<file path="config.mk">
export PLATFORM = sky130hd
export DESIGN_NAME = display_mux
export DESIGN_NICKNAME = d
export VERILOG_FILES = /design/src/rtl/display_pkg.sv /design/src/rtl/display_mux_slot_timer.sv /design/src/rtl/display_mux.sv
export SDC_FILE = /design/constraint.sdc
export NUM_CORES = 1
export LEC_CHECK = 0
export ABC_CLOCK_PERIOD_IN_PS = 5500
export BUFFER_PORTS_ARGS = -buffer_cell sky130_fd_sc_hd__buf_2
export CORE_MARGIN = 2
export CORE_UTILIZATION = 25
export CTS_BUF_LIST = sky130_fd_sc_hd__clkbuf_8 sky130_fd_sc_hd__clkbuf_16
export DETAILED_ROUTE_END_ITERATION = 7
export SETUP_SLACK_MARGIN = 0.05
export SYNTH_ARGS = -nofsm -noshare
export SYNTH_HDL_FRONTEND = slang
export SYNTH_HIERARCHICAL = 1
export SYNTH_SLANG_ARGS = --single-unit
</file>
<file path="constraint.sdc">
create_clock -name clk -period 5.5 [get_ports clk]
set_input_delay 0.55 -clock clk [delete_from_list [all_inputs] [get_ports clk]]
set_output_delay 0.55 -clock clk [all_outputs]
set_load 0.05 [all_outputs]
</file>
<file path="src/rtl/display_pkg.sv">
// Shared types and constants for the two-digit display multiplexer.
package display_pkg;

   // Slot order is fixed: dead time before each lit digit.
   typedef enum logic [1:0] {
      BLANK0 = 2'd0,
      SHOW0  = 2'd1,
      BLANK1 = 2'd2,
      SHOW1  = 2'd3
   } mux_state_t;

   localparam int          CNT_W   = 24;
   localparam int unsigned CNT_MAX = (32'd1 << CNT_W) - 32'd1;

endpackage : display_pkg

</file>
<file path="src/rtl/display_mux_slot_timer.sv">
// Slot length counter: counts 0 .. limit-1 and flags the final cycle of a slot.
module slot_timer
   import display_pkg::*;
(
   input  logic             clk,
   input  logic             reset,
   input  logic [CNT_W-1:0] limit,
   output logic             tc
);

   logic [CNT_W-1:0] r_cnt;

   // Terminal count is the last cycle of the current slot; limit is never 0.
   assign tc = (r_cnt == (limit - CNT_W'(1)));

   // Count up within a slot and restart at zero when the slot ends.
   always_ff @(posedge clk) begin
      // NOTE: sequential state uses non-blocking assignments so every register
      // samples pre-edge values, independent of block ordering.
      if (reset) begin
         r_cnt <= '0;
      end else if (tc) begin
         r_cnt <= '0;
      end else begin
         r_cnt <= r_cnt + CNT_W'(1);
      end
   end

endmodule : slot_timer

</file>
<file path="src/rtl/display_mux.sv">
// Time-multiplexes two hex nibbles onto one seven-segment bus with dead time
// before each lit slot. Anodes are active-low (PNP drivers).
module display_mux
   import display_pkg::*;
#(
   parameter int unsigned SHOW_CYCLES  = 48000,
   parameter int unsigned BLANK_CYCLES = 480
) (
   input  logic       clk,
   input  logic       reset,
   input  logic [3:0] s0,
   input  logic [3:0] s1,
   output logic [3:0] s_sel,
   output logic       an0_n,
   output logic       an1_n,
   output logic       digit
);

   // Reject out-of-range slot lengths at elaboration.
   if ((SHOW_CYCLES < 1) || (SHOW_CYCLES > CNT_MAX)) begin : g_bad_show
      $error("display_mux: SHOW_CYCLES must be in 1 .. 2^24-1");
   end
   if ((BLANK_CYCLES < 2) || (BLANK_CYCLES > CNT_MAX)) begin : g_bad_blank
      $error("display_mux: BLANK_CYCLES must be in 2 .. 2^24-1");
   end

   localparam logic [CNT_W-1:0] SHOW_L  = CNT_W'(SHOW_CYCLES);
   localparam logic [CNT_W-1:0] BLANK_L = CNT_W'(BLANK_CYCLES);

   mux_state_t       r_state;
   logic [3:0]       r_sel;
   logic             r_an0_n;
   logic             r_an1_n;
   logic             r_digit;
   logic [CNT_W-1:0] w_limit;
   logic             w_tc;

   // Slot length follows the current state only.
   assign w_limit = ((r_state == SHOW0) || (r_state == SHOW1)) ? SHOW_L : BLANK_L;

   slot_timer u_slot_timer (
      .clk   (clk),
      .reset (reset),
      .limit (w_limit),
      .tc    (w_tc)
   );

   // Slot sequencer with registered anode/digit outputs and the nibble latch.
   // The nibble is only sampled during the blank slot ahead of its digit, and
   // never on the blank slot's last edge, so it is settled before lighting.
   always_ff @(posedge clk) begin
      if (reset) begin
         r_state <= BLANK0;
         r_sel   <= 4'h0;
         r_an0_n <= 1'b1;
         r_an1_n <= 1'b1;
         r_digit <= 1'b0;
      end else begin
         if ((r_state == BLANK0) && !w_tc) begin
            r_sel <= s0;
         end else if ((r_state == BLANK1) && !w_tc) begin
            r_sel <= s1;
         end

         if (w_tc) begin
            case (r_state)
               BLANK0: begin
                  r_state <= SHOW0;
                  r_an0_n <= 1'b0;
               end
               SHOW0: begin
                  r_state <= BLANK1;
                  r_an0_n <= 1'b1;
                  r_digit <= 1'b1;
               end
               BLANK1: begin
                  r_state <= SHOW1;
                  r_an1_n <= 1'b0;
               end
               SHOW1: begin
                  r_state <= BLANK0;
                  r_an1_n <= 1'b1;
                  r_digit <= 1'b0;
               end
               default: begin
                  r_state <= BLANK0;
                  r_an0_n <= 1'b1;
                  r_an1_n <= 1'b1;
                  r_digit <= 1'b0;
               end
            endcase
         end
      end
   end

   assign s_sel = r_sel;
   assign an0_n = r_an0_n;
   assign an1_n = r_an1_n;
   assign digit = r_digit;

endmodule : display_mux

</file>
---- Word-level counts from Yosys, hierarchy flattened ----
Index checks and enable logic that the tools add are counted.
storage, ports and cells
  register bits after elaboration ......... 33
  input port bits ......................... 10
  output and inout port bits .............. 7
  word-level logic and storage cells ...... 32
operators by class
  $add $sub $neg .......................... 2
  eq/ne operators ......................... 4
  mux-type cells .......................... 7
  reduce and logical (&&, ||, !) cells .... 13
operators with widths
  cell                     count
  $add A24 B1 Y24 const B  1
  $eq A24 B24 Y1           1
  $sub A16 B1 Y17 const B  1
  $mux W16                 1
  $mux W4                  2
  $pmux W2 S4              1
  $reduce_bool A2 Y1       4
  $pmux W1 S2              3
  $reduce_and A2 Y1        3
  $eq A2 B2 Y1 const B     2
  $eq A2 B1 Y1 const B     1
  $logic_and A1 B1 Y1      2
  $logic_not A2 Y1         1
  $reduce_or A2 Y1         1
  $logic_not A1 Y1         1
  $logic_or A1 B1 Y1       1

---- Depth between registers and ports, before layout ----
Gate-level depths: netlist of the first run.
  word-level depth ........................ 9
  mapped depth ............................ 17
  depth with buffers taken out ............ 14

---- Cells and area by module ----
Netlist of the first run, hierarchy kept.
by module, submodules not included
  module       instances  cells an instance  area an instance (µm²)
  slot_timer   1          242                1920.6
  display_mux  1          48                 503.0

---- Least setup slack after synthesis of the first run ----
No wires, ideal clock.
  path type ............................... register to register
  start point ............................. reg r_state[1]
  end point ............................... reg r_sel[0], in the netlist s_sel[0]
  setup time .............................. 0.135 ns
  arrival ................................. 3.988 ns
  required time ........................... 5.365 ns
  path slack .............................. 1.376 ns
  stages on the path, launching flop included .. 17
  path through ............................ dfxtp_1 > inv_1 > ha_1 > nor2_1 > inv_1 > buf_2 > nor4_1 > nand3b_1 > o21ai_0 > o211ai_1 > or4_1 > nor4b_2 > buf_6 > o21ba_4 > buf_8 > nor2_2 > a211oi_2
on the way
  longest elaborated chain between the ends .. 8
  elaborated cells between the ends (all ways) .. 13
RTL lines
  item                                           RTL line                              RTL
  start: declaration                             display_mux.sv:30                     mux_state_t r_state;
  start signal: assignment                       display_mux.sv:53                     r_state <= BLANK0;
  start signal: assignment                       display_mux.sv:68                     r_state <= SHOW0;
  start signal: assignment                       display_mux.sv:72                     r_state <= BLANK1;
  $eq A2 B1 Y1 or $eq A2 B2 Y1 (tied branches)   display_mux.sv:39                     assign w_limit = ((r_state == SHOW0) || (r_state == SHOW1)) ? SHOW_L : BLANK_L;
  $logic_or A1 B1 Y1 (*)                         display_mux.sv:39
  $mux W16 (*)                                   display_mux.sv:39
  via w_limit[5]                                 display_mux.sv:35                     logic [CNT_W-1:0] w_limit;
  $sub A16 B1 Y17 (*)                            display_mux_slot_timer.sv:14          assign tc = (r_cnt == (limit - CNT_W'(1)));
  $eq A24 B24 Y1 (*)                             display_mux_slot_timer.sv:14
  via w_tc                                       display_mux.sv:36                     logic w_tc;
  $logic_not A1 Y1 (*)                           display_mux.sv:59, display_mux.sv:61
  $logic_and A1 B1 Y1, on equally long branches  display_mux.sv:59, display_mux.sv:61
  $mux W4 or $reduce_bool A2 Y1 (tied branches)  -
  end signal: assignment                         display_mux.sv:54                     r_sel <= 4'h0;
  end signal: assignment                         display_mux.sv:60                     r_sel <= s0;
  end signal: assignment                         display_mux.sv:62                     r_sel <= s1;
  end: declaration                               display_mux.sv:31                     logic [3:0] r_sel;
Mark *: on every way through the listed nets, which the timed path passes. The rest lies on a longest branch.
A chain may end at the register's enable or synchronous reset.

---- Worst setup path after layout of the first run ----
  start point ............................. reg r_state[1]
  end point ............................... reg r_an0_n, in the netlist an0_n
on the way
  longest elaborated chain between the ends .. 6
  elaborated cells between the ends (all ways) .. 10
RTL lines
  item                                          RTL line                      RTL
  $eq A2 B1 Y1 or $eq A2 B2 Y1 (tied branches)  display_mux.sv:39
  $logic_or A1 B1 Y1 (*)                        display_mux.sv:39
  $mux W16 (*)                                  display_mux.sv:39
  via w_limit[5]                                display_mux.sv:35
  $sub A16 B1 Y17 (*)                           display_mux_slot_timer.sv:14
  $eq A24 B24 Y1 (*)                            display_mux_slot_timer.sv:14
  via w_tc                                      display_mux.sv:36
  $reduce_and A2 Y1 (no source line) (*)        -
  end signal: assignment                        display_mux.sv:55             r_an0_n <= 1'b1;
  end signal: assignment                        display_mux.sv:69             r_an0_n <= 1'b0;
  end signal: assignment                        display_mux.sv:73             r_an0_n <= 1'b1;
  end: declaration                              display_mux.sv:32             logic r_an0_n;
Marks and branches as above.

==> results of run 1 <==
## cells by family (layout without fill, tap and decap cells)
family	count (synthesis)	count (layout)	share of synthesized area (%)
AO/OA/AOI/OAI	43	43	14.2
flip-flops	33	33	27.3
adder cells (fa/ha/maj)	7	7	3.61
AND/OR/NAND/NOR	130	130	30.3
other	2	63	0.310
multiplexers	6	6	2.48
buffers and inverters	24	37	5.52
XOR/XNOR	45	45	16.3
## state kept, by name, summed over array words and instances, names as in the netlist
| register | flops |
|---|---|
| an1_n | 1 |
| s_sel | 4 |
| u_slot_timer/r_cnt | 24 |
| an0_n | 1 |
| digit | 1 |
| r_state | 2 |
## critical path: stages, from the launching register on
cell and delay, ps:
sky130_fd_sc_hd__dfxtp_1 380, sky130_fd_sc_hd__inv_1 90, sky130_fd_sc_hd__ha_1 220, sky130_fd_sc_hd__nor2_1 590
sky130_fd_sc_hd__inv_1 600, sky130_fd_sc_hd__nor4_1 610, sky130_fd_sc_hd__nand3b_1 260, sky130_fd_sc_hd__o21ai_0 210
sky130_fd_sc_hd__o211ai_1 130, sky130_fd_sc_hd__or4_1 440, sky130_fd_sc_hd__nor4b_2 260, sky130_fd_sc_hd__buf_4 210
sky130_fd_sc_hd__nand2_1 60, sky130_fd_sc_hd__a221o_2 330
## synthesized netlist by cell type, types with 2 or more instances
cell and number:
sky130_fd_sc_hd__nor2_1 41, sky130_fd_sc_hd__dfxtp_1 33, sky130_fd_sc_hd__xnor2_1 27, sky130_fd_sc_hd__xor2_1 18, sky130_fd_sc_hd__inv_1 13, sky130_fd_sc_hd__nand2_1 12
sky130_fd_sc_hd__nand3_1 12, sky130_fd_sc_hd__nor3_1 9, sky130_fd_sc_hd__and3_1 8, sky130_fd_sc_hd__a21oi_1 7, sky130_fd_sc_hd__ha_1 7, sky130_fd_sc_hd__mux2i_1 6
sky130_fd_sc_hd__nor4_1 6, sky130_fd_sc_hd__nand2b_1 5, sky130_fd_sc_hd__nand4_1 5, sky130_fd_sc_hd__o21ai_0 5, sky130_fd_sc_hd__a211oi_1 4, sky130_fd_sc_hd__a211oi_2 4
sky130_fd_sc_hd__buf_6 4, sky130_fd_sc_hd__clkbuf_1 4, sky130_fd_sc_hd__nor2_2 4, sky130_fd_sc_hd__or3_1 4, sky130_fd_sc_hd__and4_1 3, sky130_fd_sc_hd__nor2b_1 3
sky130_fd_sc_hd__or4_1 3, sky130_fd_sc_hd__or4_4 3, sky130_fd_sc_hd__a221o_2 2, sky130_fd_sc_hd__a311oi_1 2, sky130_fd_sc_hd__a31oi_1 2, sky130_fd_sc_hd__buf_2 2
sky130_fd_sc_hd__conb_1 2, sky130_fd_sc_hd__nand3b_1 2, sky130_fd_sc_hd__nor4_2 2, sky130_fd_sc_hd__nor4b_1 2, sky130_fd_sc_hd__o211ai_1 2, sky130_fd_sc_hd__o22ai_1 2
sky130_fd_sc_hd__o31a_1 2, sky130_fd_sc_hd__o31ai_1 2
## final cells by class
type | count | area share (%)
Clock inverter | 1 | 0.129
Inverter | 13 | 1.68
Tap cell | 129 | 5.56
Timing Repair Buffer | 17 | 3.02
Clock buffer | 6 | 2.84
Multi-Input combinational cell | 294 | 64.0
Sequential cell | 33 | 22.8
## path summary, 6_finish.rpt
path / end / slack [ps]
setup / recovery: an0_n / 1020
hold / removal: u_slot_timer/r_cnt[0] / 480
setup reg to reg: an0_n / 1020
hold reg to reg: u_slot_timer/r_cnt[0] / 480
## power by group
group / switching [mW] / total (mW) / internal (mW)
clock network: 0.0867 / 0.184 / 0.0975
logic: 0.0358 / 0.0569 / 0.0211
registers: 0.00343 / 0.246 / 0.242
total: 0.126 / 0.487 / 0.361
## stage by stage
step	util (%)	hold WS [ps]	instance area [sq um]	setup slack [ps]
global placement	30.2	464	2820	1190
finish	31.1	485	2900	1020
global route	31.1	497	2900	658
CTS	31.1	485	2900	1040
floorplan	-	440	2650	1380
detailed placement	30.2	469	2820	1040
## per-layer routing
layer	GRT usage, %	share of wire (%)	up-vias
met2	17.4	45	18
met4	2.46	1.1	0
met1	13.5	51	942
met5	0	0	-
li1	-	-	1120
met3	2.74	2.4	8
==> results_tabular.tex, run 1 <==
\begin{tabular}{lr}
\hline
Metric & Value \\
\hline
\multicolumn{2}{l}{\textbf{Status}} \\
Status & complete, no violations \\
\multicolumn{2}{l}{\textbf{Final layout}} \\
Non-filler instance count after layout & 493 \\
Fill cell total of the finished layout & 977 \\
Synthesis-to-finish area growth & 19.8\% \\
Most frequent standard cell in the layout excluding fill and tap cells & sky130\_fd\_sc\_hd\_\_conb\_1 \\
Commonest cells after routing, fill and taps aside & 63 x sky130\_fd\_sc\_hd\_\_conb\_1, 41 x sky130\_fd\_sc\_hd\_\_nor2\_1, 33 x sky130\_fd\_sc\_hd\_\_dfxtp\_1 \\
Fraction of layout instances using a drive strength above 1 & 12.9\% \\
Area of the multi-input gates & 1860 sq um \\
Storage cell area & 661 sq um \\
Ant. Diodes & 0 \\
Number of nets in the final layout & 381 \\
\multicolumn{2}{l}{\textbf{STA}} \\
Transition at the pin with the smallest max-transition slack & 823 ps \\
Worst Skew & 6.81 ps \\
Hold Vio Cnt, Final & 0 \\
Worst relative slew slack & 45.1\% \\
Unrepaired setup endpoints after global routing & false \\
Final min period & 4480 ps \\
Setup TNS & 0 ps \\
Count of final setup violators & 0 \\
Final slew viol count & 0 \\
Maximum clock frequency & 223 MHz \\
Share of the clock period used by the worst path after layout & 81.5\% \\
\multicolumn{2}{l}{\textbf{Detailed routing}} \\
Detailed-routing iteration count for the pre-antenna-repair pass & 6 \\
Via count & 2088 \\
Routed via count divided by cell count & 4.24 \\
Iteration-0 DRC count of the detailed router & 87 \\
Routed length per placed instance & 10.3 microns \\
Post-detailed-route DRC marker count & 0 \\
Number of routed nets with antenna violations & 0 \\
Post-detailed-routing wire length & 5070 microns \\
\multicolumn{2}{l}{\textbf{CTS}} \\
Maximum clock insertion buffer count & 2 \\
CTS hold repair buffers & 0 \\
Deepest level of the CTS H-tree & 2 \\
Clock sinks & 33 \\
Post-CTS setup buffer count & 0 \\
Clock Pin Slew Worst Setup and Hold Paths & 70 ps \\
Buffer cell driving the clock tree root & sky130\_fd\_sc\_hd\_\_clkbuf\_8 \\
Cells resized by post-CTS repair & 0 \\
TritonCTS clock tree & built \\
TritonCTS buffer count & 5 \\
Clock latency reported for the late side of the worst-skew pair & 280 ps \\
\multicolumn{2}{l}{\textbf{Setup path}} \\
Arrival time reported for the critical path endpoint & 4660 ps \\
Peak fanout along the critical path & 29 \\
Worst R2R Path Depth & 13 \\
Worst EP required & 5680 ps \\
Critical setup path kind & register to register \\
Crit. Startpoint & r\_state[1] \\
Capturing element type of the critical path & register \\
Worst setup SP type & register \\
Launch instance of the worst register-to-register path & r\_state[1] \\
\multicolumn{2}{l}{\textbf{Pwr}} \\
Overall power of the completed layout & 487 uW \\
Max VDD drop & 0.0000798 V \\
Total leakage power & 1.17 nW \\
Power density cells & 168 nW/um\^{}2 \\
\multicolumn{2}{l}{\textbf{Synthesis}} \\
EDFF count, synth & 0 \\
Top area cells in the synthesized netlist & sky130\_fd\_sc\_hd\_\_dfxtp\_1 27\%, sky130\_fd\_sc\_hd\_\_xnor2\_1 9.8\%, sky130\_fd\_sc\_hd\_\_xor2\_1 6.5\% \\
Cell type with the largest total area after synthesis & sky130\_fd\_sc\_hd\_\_dfxtp\_1 \\
Post-synthesis cell type count & 54 \\
Synth Instances & 290 \\
Commonest register cell after synthesis & sky130\_fd\_sc\_hd\_\_dfxtp\_1 \\
Top-area cell type share of the netlist area & 27.3\% \\
Warnings from Yosys & 6 \\
Share of flip-flops with an asynchronous set or reset & 0\% \\
Number of flip-flops and latches in the synthesized netlist & 33 \\
Sequential fraction of the synthesis area & 27.3\% \\
Post-Syn Area & 2420 sq um \\
Synthesized area per cell & 8.36 sq um \\
\multicolumn{2}{l}{\textbf{GRT}} \\
Number of global-route vias before repair & 1918 \\
First-pass GRT wire length & 8740 microns \\
Initial antenna violation count & 0 \\
Largest net degree at the start of global routing & 30 \\
GRT Resource Usage Total & 10.5\% \\
Gr ovfl total & 0 \\
\multicolumn{2}{l}{\textbf{Die}} \\
Core footprint & 9330 sq um \\
Die Ht & 102 microns \\
Starting Density & 26.0\% \\
Area of the die & 10500 sq um \\
Die X-Extent & 102 microns \\
Number of top-level design ports & 17 \\
Standard-cell rows & 35 \\
\multicolumn{2}{l}{\textbf{Min path}} \\
Worst hold stages & 1 \\
Origin of the worst min-delay path & u\_slot\_timer/r\_cnt[0] \\
Worst hold path type & register to register \\
\multicolumn{2}{l}{\textbf{Placed design}} \\
DP Wirelength & 3960 microns \\
Placed Instances & 486 \\
Placer Congestion & 0.803 \\
IO Port Bufs & 16 \\
\multicolumn{2}{l}{\textbf{Flow run}} \\
Max-cap check violation count & 0 \\
\hline
\end{tabular}
Power figures use the tool's default switching activity.
==> inputs of run 2 (changes only) <==
- ABC_CLOCK_PERIOD_IN_PS: 5500 -> 3600
- clock period: 5.5 -> 3.6 ns (I/O delays scaled with it)
==> results_tabular.tex, run 2 (synthesized netlist as in run 1, its figures left out) <==
\begin{tabular}{lr}
\hline
Metric & Value \\
\hline
\multicolumn{2}{l}{\textbf{Status}} \\
Status & complete, no violations (unchanged) \\
\multicolumn{2}{l}{\textbf{Die}} \\
Die Ht & 102 microns (unchanged) \\
Number of top-level design ports & 17 (unchanged) \\
Die X-Extent & 102 microns (unchanged) \\
Area of the die & 10500 sq um (unchanged) \\
Core footprint & 9330 sq um (unchanged) \\
Standard-cell rows & 35 (unchanged) \\
Starting Density & 26.0\% (unchanged) \\
\multicolumn{2}{l}{\textbf{Pwr}} \\
Combinational group share of total power & 11.9\% (was 11.7\%) \\
Internal power component & 552 uW (was 361 uW) \\
Max VDD drop & 0.000112 V (was 0.0000798 V) \\
Total leakage power & 1.20 nW (was 1.17 nW) \\
Power density cells & 247 nW/um\^{}2 (was 168 nW/um\^{}2) \\
Sequential share of power & 50.6\% (was 50.5\%) \\
Net Switching & 190 uW (was 126 uW) \\
Overall power of the completed layout & 742 uW (was 487 uW) \\
Clock power share & 37.5\% (was 37.8\%) \\
Switching power as a share of total power & 25.6\% (was 25.9\%) \\
\multicolumn{2}{l}{\textbf{STA}} \\
Worst Skew & 5.02 ps (was 6.81 ps) \\
Maximum clock frequency & 300 MHz (was 223 MHz) \\
Worst relative slew slack & 60.5\% (was 45.1\%) \\
Setup slack after layout & 265 ps (was 1020 ps) \\
Hold Vio Cnt, Final & 0 (unchanged) \\
Final min period & 3330 ps (was 4480 ps) \\
Transition at the pin with the smallest max-transition slack & 590 ps (was 823 ps) \\
Share of the clock period used by the worst path after layout & 92.6\% (was 81.5\%) \\
Count of final setup violators & 0 (unchanged) \\
Setup TNS & 0 ps (unchanged) \\
Worst hold margin & 404 ps (was 485 ps) \\
Unrepaired setup endpoints after global routing & false (unchanged) \\
Final slew viol count & 0 (unchanged) \\
\multicolumn{2}{l}{\textbf{Setup path}} \\
Launch instance of the worst register-to-register path & r\_state[1] (unchanged) \\
Arrival time reported for the critical path endpoint & 3540 ps (was 4660 ps) \\
Critical setup path kind & register to register (unchanged) \\
Cell-by-cell trace of the critical path & inv\_2, ha\_4, nor2\_4, clkinvlp\_2, or4b\_2, o32ai\_2, o22ai\_1, o211ai\_1, or4\_1, nor4b\_2, buf\_4, o21ba\_4, nor2\_2, a211oi\_2 (was inv\_1, ha\_1, nor2\_1, inv\_1, nor4\_1, nand3b\_1, o21ai\_0, o211ai\_1, or4\_1, nor4b\_2, buf\_4, nand2\_1, a221o\_2) \\
Highest cell delay on the worst timing path & 730 ps (was 610 ps) \\
Crit. Startpoint & r\_state[1] (unchanged) \\
Capturing element type of the critical path & register (unchanged) \\
Flop-to-flop setup slack & 270 ps (was 1020 ps) \\
Endpoint of the most critical register-to-register path & s\_sel[0] (was an0\_n) \\
Critical path endpoint & s\_sel[0] (was an0\_n) \\
Peak fanout along the critical path & 10 (was 29) \\
Worst setup SP type & register (unchanged) \\
CP max stage cell & sky130\_fd\_sc\_hd\_\_or4b\_2 (was sky130\_fd\_sc\_hd\_\_nor4\_1) \\
Worst R2R Path Depth & 14 (was 13) \\
Worst EP required & 3810 ps (was 5680 ps) \\
\multicolumn{2}{l}{\textbf{Final layout}} \\
Non-filler instance count after layout & 501 (was 493) \\
Commonest cells after routing, fill and taps aside & 63 x sky130\_fd\_sc\_hd\_\_conb\_1, 40 x sky130\_fd\_sc\_hd\_\_nor2\_1, 32 x sky130\_fd\_sc\_hd\_\_dfxtp\_1 (was 63 x sky130\_fd\_sc\_hd\_\_conb\_1, 41 x sky130\_fd\_sc\_hd\_\_nor2\_1, 33 x sky130\_fd\_sc\_hd\_\_dfxtp\_1) \\
Final core occ & 32.3\% (was 31.1\%) \\
Post-route cell area & 3010 sq um (was 2900 sq um) \\
Ant. Diodes & 0 (unchanged) \\
Most frequent standard cell in the layout excluding fill and tap cells & sky130\_fd\_sc\_hd\_\_conb\_1 (unchanged) \\
Number of nets in the final layout & 389 (was 381) \\
Register with the most flip-flops & u\_slot\_timer/r\_cnt (unchanged) \\
Largest register FFs & 24 (unchanged) \\
Fraction of layout instances using a drive strength above 1 & 16.9\% (was 12.9\%) \\
Synthesis-to-finish area growth & 24.2\% (was 19.8\%) \\
\multicolumn{2}{l}{\textbf{Detailed routing}} \\
Post-detailed-routing wire length & 5310 microns (was 5070 microns) \\
Number of routed nets with antenna violations & 0 (unchanged) \\
Routed length on met3 & 157 microns (was 122 microns) \\
Routed length per placed instance & 10.6 microns (was 10.3 microns) \\
Post-detailed-route DRC marker count & 0 (unchanged) \\
Top Layer Used & met4 (unchanged) \\
Via count & 2097 (was 2088) \\
WL met1 & 2580 microns (about the same) \\
Iteration-0 DRC count of the detailed router & 99 (was 87) \\
Routed via count divided by cell count & 4.19 (was 4.24) \\
Met2 WL & 2500 microns (was 2310 microns) \\
Detailed-routing iteration count for the pre-antenna-repair pass & 4 (was 6) \\
\multicolumn{2}{l}{\textbf{GRT}} \\
Gr ovfl total & 0 (unchanged) \\
GRT Resource Usage Total & 10.8\% (was 10.5\%) \\
First-pass GRT wire length & 8950 microns (was 8740 microns) \\
Number of global-route vias before repair & 1960 (was 1918) \\
Initial antenna violation count & 0 (unchanged) \\
Largest net degree at the start of global routing & 25 (was 30) \\
\multicolumn{2}{l}{\textbf{Placed design}} \\
Placed Instances & 492 (was 486) \\
Placer Congestion & 0.851 (was 0.803) \\
IO Port Bufs & 16 (unchanged) \\
Setup slack at placement & 226 ps (was 1040 ps) \\
Total placed instance area & 2910 sq um (was 2820 sq um) \\
DP Wirelength & 4240 microns (was 3960 microns) \\
\multicolumn{2}{l}{\textbf{Flow run}} \\
Max-cap check violation count & 0 (unchanged) \\
\multicolumn{2}{l}{\textbf{CTS}} \\
CTS hold repair buffers & 0 (unchanged) \\
Clock latency reported for the late side of the worst-skew pair & 280 ps (about the same) \\
Clock Pin Slew Worst Setup and Hold Paths & 70 ps (about the same) \\
Clock sinks & 33 (unchanged) \\
TritonCTS clock tree & built (unchanged) \\
Buffer cell driving the clock tree root & sky130\_fd\_sc\_hd\_\_clkbuf\_8 (unchanged) \\
Deepest level of the CTS H-tree & 2 (unchanged) \\
Maximum clock insertion buffer count & 2 (unchanged) \\
TritonCTS buffer count & 5 (unchanged) \\
\multicolumn{2}{l}{\textbf{Min path}} \\
Worst hold path type & input pin to register (was register to register) \\
Worst hold stages & 2 (was 1) \\
\hline
\end{tabular}
## run 2: cell types whose count changed in the layout (fill, tap and decap cells not counted), sizes merged
cell / before / now
buf: 17 / 24
clkinvlp: 0 / 2
inv: 14 / 13
## run 2: worst min-delay path by stage
stage                                     start                    end  slack, ps
after floorplan           u_slot_timer/r_cnt[0]  u_slot_timer/r_cnt[0]        440
after global placement    u_slot_timer/r_cnt[0]  u_slot_timer/r_cnt[0]        460
after detailed placement  u_slot_timer/r_cnt[0]  u_slot_timer/r_cnt[0]        470
after CTS                                 reset             r_state[1]        400
after global routing                      reset             r_state[1]        420
final                                     reset             r_state[1]        400
## run 2: critical path: cells and delay by family (launching register included)
family,cells,cell delay (ps)
simple gates,5,1150
compound gates,5,1030
buf+inv,3,540
flops,1,360
fa+ha+maj,1,170
## run 2: area by class of cell
type / instances / area, sq um
Sequential cell: 33 / 662
Multi-Input combinational cell: 294 / 1900
Inverter: 13 / 52.6
Timing Repair inverter: 1 / 5.00
Fill cell: 992 / 6320
Tap cell: 129 / 161
Timing Repair Buffer: 24 / 140
Clock buffer: 6 / 82.6
Clock inverter: 1 / 3.75
## run 2: power by group through the flow
stage	clock, mW	sequential, mW	combinational [mW]
after floorplan	0	0.391	0.0643
after global placement	0	0.384	0.0843
after detailed placement	0	0.384	0.0848
after CTS	0.295	0.375	0.0851
after global routing	0.303	0.376	0.101
final	0.278	0.375	0.0883
## run 2: timing repair
| action | in CTS | in global routing |
|---|---|---|
| endpoints found under the setup margin | 0 | 6 |
| gates resized for setup | 0 | 0 |
| setup buffers | 0 | 1 |
## run 2: per-layer routing
metal / track usage, % / vias to the layer above
met5: 0 / -
met4: 3.38 / 0
met3: 1.37 / 5
met2: 18.0 / 30
met1: 14.4 / 931
li1: - / 1131
